--- src/rtl/ex_redirect_unit.sv ---
// ex_redirect_unit: execute-stage branch/jump resolution and front-end redirect sequencer.
//
// Resolves conditional branches, jal and jalr for the instruction in the ID/EX
// slot. A taken instruction produces a one-cycle PCsel strobe with its target on
// JumporBranch. Flush is then held for three cycles (REDIRECT, FLUSH1, FLUSH2).
// Instructions that arrive while a redirect is in flight are squashed.
//
// Ports:
//   CLK, RSTB              clock (rising edge), asynchronous active-low reset
//   CNTEN                  advance enable; 0 freezes every register
//   InValid                ID/EX slot holds a live instruction
//   PC, rs1val, rs2val     instruction PC and source operands
//   LoadStoreOrjalAddress  sign-extended, pre-shifted offset
//   IsBranch/IsJal/IsJalr  instruction class (priority jalr > jal > branch)
//   BrType                 funct3 branch condition
//   PCsel, JumporBranch    redirect strobe and target to IF/ID
//   Flush                  squash IF/ID and ID/EX
//   LinkValid, LinkData    pending rd write of PC+4 for jal/jalr
//   RedirectCount          saturating count of taken redirects
//
// Build option: define BRANCH_STATS_EN to enable RedirectCount; otherwise it is
// tied to zero.

module ex_redirect_unit (
  input  logic        CLK,
  input  logic        RSTB,
  input  logic        CNTEN,
  input  logic        InValid,
  input  logic [31:0] PC,
  input  logic [31:0] rs1val,
  input  logic [31:0] rs2val,
  input  logic [31:0] LoadStoreOrjalAddress,
  input  logic        IsBranch,
  input  logic        IsJal,
  input  logic        IsJalr,
  input  logic [2:0]  BrType,
  output logic        PCsel,
  output logic [31:0] JumporBranch,
  output logic        Flush,
  output logic        LinkValid,
  output logic [31:0] LinkData,
  output logic [15:0] RedirectCount
);

  typedef enum logic [1:0] {StIdle, StRedirect, StFlush1, StFlush2} state_e;

  state_e      state_q;
  logic        pcsel_q;
  logic        flush_q;
  logic        link_valid_q;
  logic [31:0] target_q;
  logic [31:0] link_data_q;

  logic        cond;
  logic        is_link;
  logic        taken;
  logic [31:0] pc_sum;
  logic [31:0] jalr_sum;
  logic [31:0] target;
  logic [31:0] link_pc;
  logic        redirect_entry;

  // Branch condition decode; 010/011 are reserved and never taken.
  always_comb begin
    cond = 1'b0;
    case (BrType)
      3'b000:  cond = (rs1val == rs2val);
      3'b001:  cond = (rs1val != rs2val);
      3'b100:  cond = ($signed(rs1val) <  $signed(rs2val));
      3'b101:  cond = ($signed(rs1val) >= $signed(rs2val));
      3'b110:  cond = (rs1val <  rs2val);
      3'b111:  cond = (rs1val >= rs2val);
      default: cond = 1'b0;
    endcase
  end

  always_comb begin
    pc_sum   = PC + LoadStoreOrjalAddress;
    jalr_sum = rs1val + LoadStoreOrjalAddress;
    link_pc  = PC + 32'd4;
    is_link  = IsJalr | IsJal;
    taken    = is_link | (IsBranch & cond);
    // jalr outranks jal and branch, so it alone selects the register-based target.
    target   = IsJalr ? (jalr_sum & ~32'd1) : pc_sum;
  end

  assign redirect_entry = CNTEN && (state_q == StIdle) && InValid && taken;

  always_ff @(posedge CLK or negedge RSTB) begin
    if (!RSTB) begin
      state_q      <= StIdle;
      pcsel_q      <= 1'b0;
      flush_q      <= 1'b0;
      link_valid_q <= 1'b0;
      target_q     <= '0;
      link_data_q  <= '0;
    end else if (CNTEN) begin
      // Link strobe lasts one sampled cycle unless re-armed below.
      link_valid_q <= 1'b0;
      unique case (state_q)
        StIdle: begin
          if (InValid && taken) begin
            state_q  <= StRedirect;
            pcsel_q  <= 1'b1;
            flush_q  <= 1'b1;
            target_q <= target;
            if (is_link) begin
              link_valid_q <= 1'b1;
              link_data_q  <= link_pc;
            end
          end else begin
            pcsel_q <= 1'b0;
            flush_q <= 1'b0;
          end
        end
        // Any InValid seen in the remaining states is squashed by not looking at it.
        StRedirect: begin
          state_q <= StFlush1;
          pcsel_q <= 1'b0;
          flush_q <= 1'b1;
        end
        StFlush1: begin
          state_q <= StFlush2;
          pcsel_q <= 1'b0;
          flush_q <= 1'b1;
        end
        StFlush2: begin
          state_q <= StIdle;
          pcsel_q <= 1'b0;
          flush_q <= 1'b0;
        end
        default: begin
          state_q <= StIdle;
          pcsel_q <= 1'b0;
          flush_q <= 1'b0;
        end
      endcase
    end
  end

`ifdef BRANCH_STATS_EN
  logic [15:0] count_q;

  always_ff @(posedge CLK or negedge RSTB) begin
    if (!RSTB) begin
      count_q <= '0;
    end else if (redirect_entry && (count_q != 16'hFFFF)) begin
      count_q <= count_q + 16'd1;
    end
  end

  assign RedirectCount = count_q;
`else
  logic unused_entry;
  assign unused_entry  = redirect_entry;
  assign RedirectCount = '0;
`endif

  assign PCsel        = pcsel_q;
  assign Flush        = flush_q;
  assign LinkValid    = link_valid_q;
  assign LinkData     = link_data_q;
  assign JumporBranch = target_q;

endmodule

--- config.mk ---
export PLATFORM = sky130hd
export DESIGN_NAME = ex_redirect_unit
export DESIGN_NICKNAME = d
export VERILOG_FILES = /design/src/rtl/ex_redirect_unit.sv
export SDC_FILE = /design/constraint.sdc
export NUM_CORES = 1
export LEC_CHECK = 0
export CORE_MARGIN = 5
export CORE_UTILIZATION = 49
export DETAILED_ROUTE_END_ITERATION = 8
export PLACE_DENSITY_LB_ADDON = 0.25
export SLEW_MARGIN = 40
export SYNTH_ARGS = -nofsm -noshare
export SYNTH_HDL_FRONTEND = slang
export SYNTH_SLANG_ARGS = --single-unit
--- constraint.sdc ---
create_clock -name CLK -period 2.5 [get_ports CLK]
set_clock_uncertainty 0.1 [all_clocks]
set_input_delay 0.5 -clock CLK [delete_from_list [all_inputs] [get_ports CLK]]
set_output_delay 0.5 -clock CLK [all_outputs]
set_load 0.02 [all_outputs]
# Word-level counts from Yosys, hierarchy flattened
# Cells that the tools add are included.
# totals
reg_bits	69
in_bits	138
out_inout_bits	83
elab_cells	45
# classes
add_sub_neg	3
magnitude_cmp	4
eq_ne	11
n_mux	10
n_bitwise	3
n_reduce_logical	8
# op_table
cell	count
32-bit adder	2
32-bit >= comparator	2
32-bit < comparator	2
32-bit by 3-bit adder with 32-bit output, second input constant	1
32-bit equality test	1
32-bit two-way mux	1
32-bit inequality test	1
3-bit equality test, second input constant	4
2-bit case mux with 4 select lines	1
1-bit case mux with 6 select lines	1
2-bit equality test, second input constant	2
1-bit two-way mux	4
4-bit AND reduction	1
3-bit by 1-bit equality test with 1-bit output, second input constant	1
3-bit zero test	1
1-bit case mux with 3 select lines	1
3-bit AND reduction	1
3-bit OR reduction	1
2-bit by 1-bit equality test with 1-bit output, second input constant	1
2-bit zero test	1
2-bit two-way mux	1
2-bit by 1-bit inequality test with 1-bit output, second input constant	1
1-bit OR	2
1-bit case mux with 2 select lines	1
other kinds (4)	4

# Logic depth before layout (Yosys ltp)
# logic_depth
depth_word	7
ltp_mapped	14
depth_no_buf	13

# Least setup slack after synthesis
# OpenSTA, ideal clock, no wires.
# synth_timing
kind	input port to flip-flop
start	in rs2val[14]
end	reg target_q[0] (netlist: JumporBranch[0])
t_arrival_ps	3014
slack_ps	-739
path_stages	12
n_path_buf	1
path_cell_list	inv_1 -> ha_1 -> a21oi_1 -> nand2_1 -> a221o_1 -> a211o_1 -> a21o_1 -> mux2i_1 -> or3_1 -> o21ai_2 -> buf_2 -> mux2_2
# synth_via
elab_chain_cells	6
word_cells_on_any_way	11
cone_classes	order compare (4); eq/ne (2); mux (1); bitwise (2); reduce/logical (2)
# synth_rtl
item	line_no	rtl
start: declaration	31	input logic [31:0] rs2val,
32-bit >= comparator (tied with other cells)	72	3'b111: cond = (rs1val >= rs2val);
1-bit case mux with 6 select lines (*)	66	case (BrType)
1-bit AND (*)	82	taken = is_link | (IsBranch & cond);
1-bit OR (*)	82	
1-bit logical AND (*)	102	if (InValid && taken) begin
3-bit AND reduction (no line) (*)	--	
end signal: assignment	106	target_q <= target;
end: declaration	51	logic [31:0] target_q;
# Mark *: on every way between the ends. The rest lies on a longest branch, timed or not.
# A chain may end at the register's enable or synchronous reset.

# Worst setup path after layout
# layout_timing
start	in LoadStoreOrjalAddress[19]
end	reg target_q[31] (netlist: JumporBranch[31])
# layout_via
elab_chain_cells	2
word_cells_on_any_way	3
cone_classes	add/sub (2); mux (1)
# layout_rtl
item	line_no	rtl
start: declaration	32	input logic [31:0] LoadStoreOrjalAddress,
32-bit adder, on equally long branches	78, 79	
32-bit two-way mux (*)	84	target = IsJalr ? (jalr_sum & ~32'd1) : pc_sum;
# Marks and branches as above.

==> results.ini <==
[yosys]
synth_area_sq_um=7320
synthMuxAreaShare=0.0298
synth_simple_gate_area_frac=0.187
synth_top_family_by_area=compound AO/OA/AOI/OAI gates
synthArstFlopShare=1.00
synth_compound_area_frac=0.227
synthDistinctLibCells=65
ys.flop_type=dfrtp_1
ys_seq_area_frac=0.236
yosys_warnings=0
synth_seq_cells=69
synth_edf_count=0
post-synth-top-area-fraction=0.236
synthAdderAreaFrac=0.171
yosysTopAreaCell=dfrtp_1
synth-xor-area-share=0.0886
syn_area_per_cell_sq_um=8.05
synth_area_leaders=dfrtp_1, ha_1, a21oi_1
postSynthCellCount=909

[timing]
maxSlewViolCount=0
period_share=1.38
fmax_ghz=0.290
slew_headroom=0.564
fin_crit_ns=3.45
tightest_slew_ns=0.654
setup_viol=36
timing_hold_violations_final=0
fin_ws_ns=-0.951
rsz0062_at_grt=true

[route]
vias=9678
firstDrtPassIters=6
drc=0
wl_microns=35200
first_iter_violations=1261
ant_nets=0
vias_per_cell=6.24
wl_per_cell_microns=22.7

[worst_setup_path]
path_cells=clkdlybuf4s50_1, ha_1, nand2_1, o21ai_1, o21ai_2, a311oi_4, o31ai_2, and3_1, o31ai_2, o21ai_1, xor2_1, mux2_4
r2r_start=state_q[0]$_DFFE_PN0P_
start_kind=input port
critPathRequiredTime_ns=2.63
critPathMaxFanout=3
critPathArrivalTime_ns=3.59
r2r_cells=6
r2r-end=LinkData[0]$_DFFE_PN0P_
crit_family=compound AO/OA/AOI/OAI gates
path_depth=12
slowest_delay_ns=0.44
worst-path-buf-inv=1
critPathCapture=JumporBranch[31]$_DFFE_PN0P_
crit_type=in -> reg
cp-end-kind=flip-flop
r2r_setup_slack_ns=0.35
worstSetupStartpoint=LoadStoreOrjalAddress[19]
slowest_stage=clkdlybuf4s50_1

[placed_design]
placed_cell_area_sq_um=11500
place_ws_ns=-1.35
gp_congestion=0.936
hpwl_microns=20900
buffer_ports.inserted=204
dp_cells=1505

[power_and_ir_drop]
power_density_nw_per_um2=650
vdd_drop_max_v=0.000491
power.total_mw=8.48
leakagePower_nw=6.02

[cts]
htreeDepth=3
path_clk_slew_ns=0.06
clockBufferDepth=2
clk-insertion-delay-late_ns=0.34
cts_tree=done
cts_sinks=69
root_buffer=clkbuf_16
cts_hold_buf=0
cts_buffers=9

[grt]
grt_usage=0.319
grt_antenna_before_repair=3
grt_pass1_wl_microns=45800
grt_max_degree=64
grt_pass1_vias=8944
grt-ovfl-total=0

[layout]
nets=1597
mostFrequentLayoutCell=buf_4
finalInstanceArea_sq_um=13000
layout_common_cells=buf_4, clkdlybuf4s50_1, nand2_1
syn_to_final_growth_pct=78.2
drive_gt1_frac=0.378
post-route-util=0.894
layout.cells.non_filler=1551

[die]
die_x_microns=132
start_util=0.501
row_count=44
ioPinCount=221
die_area_sq_um=17500
die_h_microns=132
core_area_sq_um=14600

[outcome]
status=complete, but fails checks
violations=negative setup slack

[flow_run]
max-cap-violations=0

[min_path]
min_path_type=in -> async

==> power by group <==
group	total, mW	switching (mW)	internal, mW	leakage (nW)
Combinational	5.13	2.65	2.48	5.05
Clock	1.29	0.472	0.823	0.143
Sequential	2.06	0.409	1.65	0.827
Total	8.48	3.53	4.95	6.02
==> how the worst min path moves through the flow <==
stage	startpoint	to	slack (ns)
after CTS	RSTB	LinkData[1]$_DFFE_PN0P_	0.11
after global routing	RSTB	LinkData[0]$_DFFE_PN0P_	0.15
after floorplan	RSTB	Flush$_DFFE_PN0P_	0.10
after detailed placement	LinkData[10]$_DFFE_PN0P_	LinkData[10]$_DFFE_PN0P_	0.37
final	RSTB	JumporBranch[10]$_DFFE_PN0P_	0.09
after global placement	LinkData[16]$_DFFE_PN0P_	LinkData[16]$_DFFE_PN0P_	0.36
==> cells in the mapped netlist (10+ instances only) <==
| cell type | count |
|---|---|
| buf_4 | 18 |
| dfrtp_1 | 69 |
| and3_1 | 16 |
| o21a_1 | 14 |
| xor2_1 | 38 |
| clkbuf_1 | 15 |
| inv_1 | 56 |
| nand4_1 | 17 |
| a21oi_1 | 90 |
| nand2_1 | 82 |
| o21ai_0 | 71 |
| mux2_2 | 10 |
| a21o_1 | 20 |
| ha_1 | 97 |
| nand3_1 | 32 |
| nor2b_1 | 12 |
| nor3_1 | 15 |
| nor2_1 | 67 |
| xnor2_1 | 36 |
==> registers in the layout, summed over array words and instances (netlist names) <==
signal / cells
state_q: 2
LinkValid: 1
LinkData: 32
JumporBranch: 32
Flush: 1
PCsel: 1
==> metal layers <==
metal	global-route usage	up-vias	wire, microns
met5	0	-	0
met4	0.120	0	2380
met3	0.0550	263	3770
met2	0.551	763	16300
met1	0.399	4499	12700
li1	-	4153	-
==> logic make-up (layout without fill, tap and decap cells) <==
family | after synthesis | after routing
simple gates | 283 | 283
compound gates | 267 | 267
fa+ha+maj | 99 | 99
buf+inv | 96 | 536
xor+xnor | 74 | 74
flops | 69 | 69
mux | 20 | 20
other cells | 1 | 19
==> area by class of cell <==
class                           count  area, sq um
Tap cell                          184          230
Fill cell                         610         1550
Clock inverter                      1         30.0
Inverter                           56          223
Timing Repair Buffer              465         4050
Multi-Input combinational cell    759         6510
Antenna cell                        3         7.51
Clock buffer                       14          264
Sequential cell                    69         1730
==> metrics by stage <==
stage / hold slack [ns] / TNS, ns
floorplan: 0.104 / -15.46
global placement: 0.360 / -44.59
detailed placement: 0.370 / -49.20
CTS: 0.108 / -20.73
global route: 0.148 / -28.09
finish: 0.0865 / -24.67
==> timing repair <==
action | CTS | global route
setup buffers | 18 | 10
gates cloned | 3 | 2
setup endpoints to repair | 40 | 40
gates resized for setup | 251 | 129
pin swaps | 78 | 45
No activity file was read; power rests on OpenSTA's default activity.
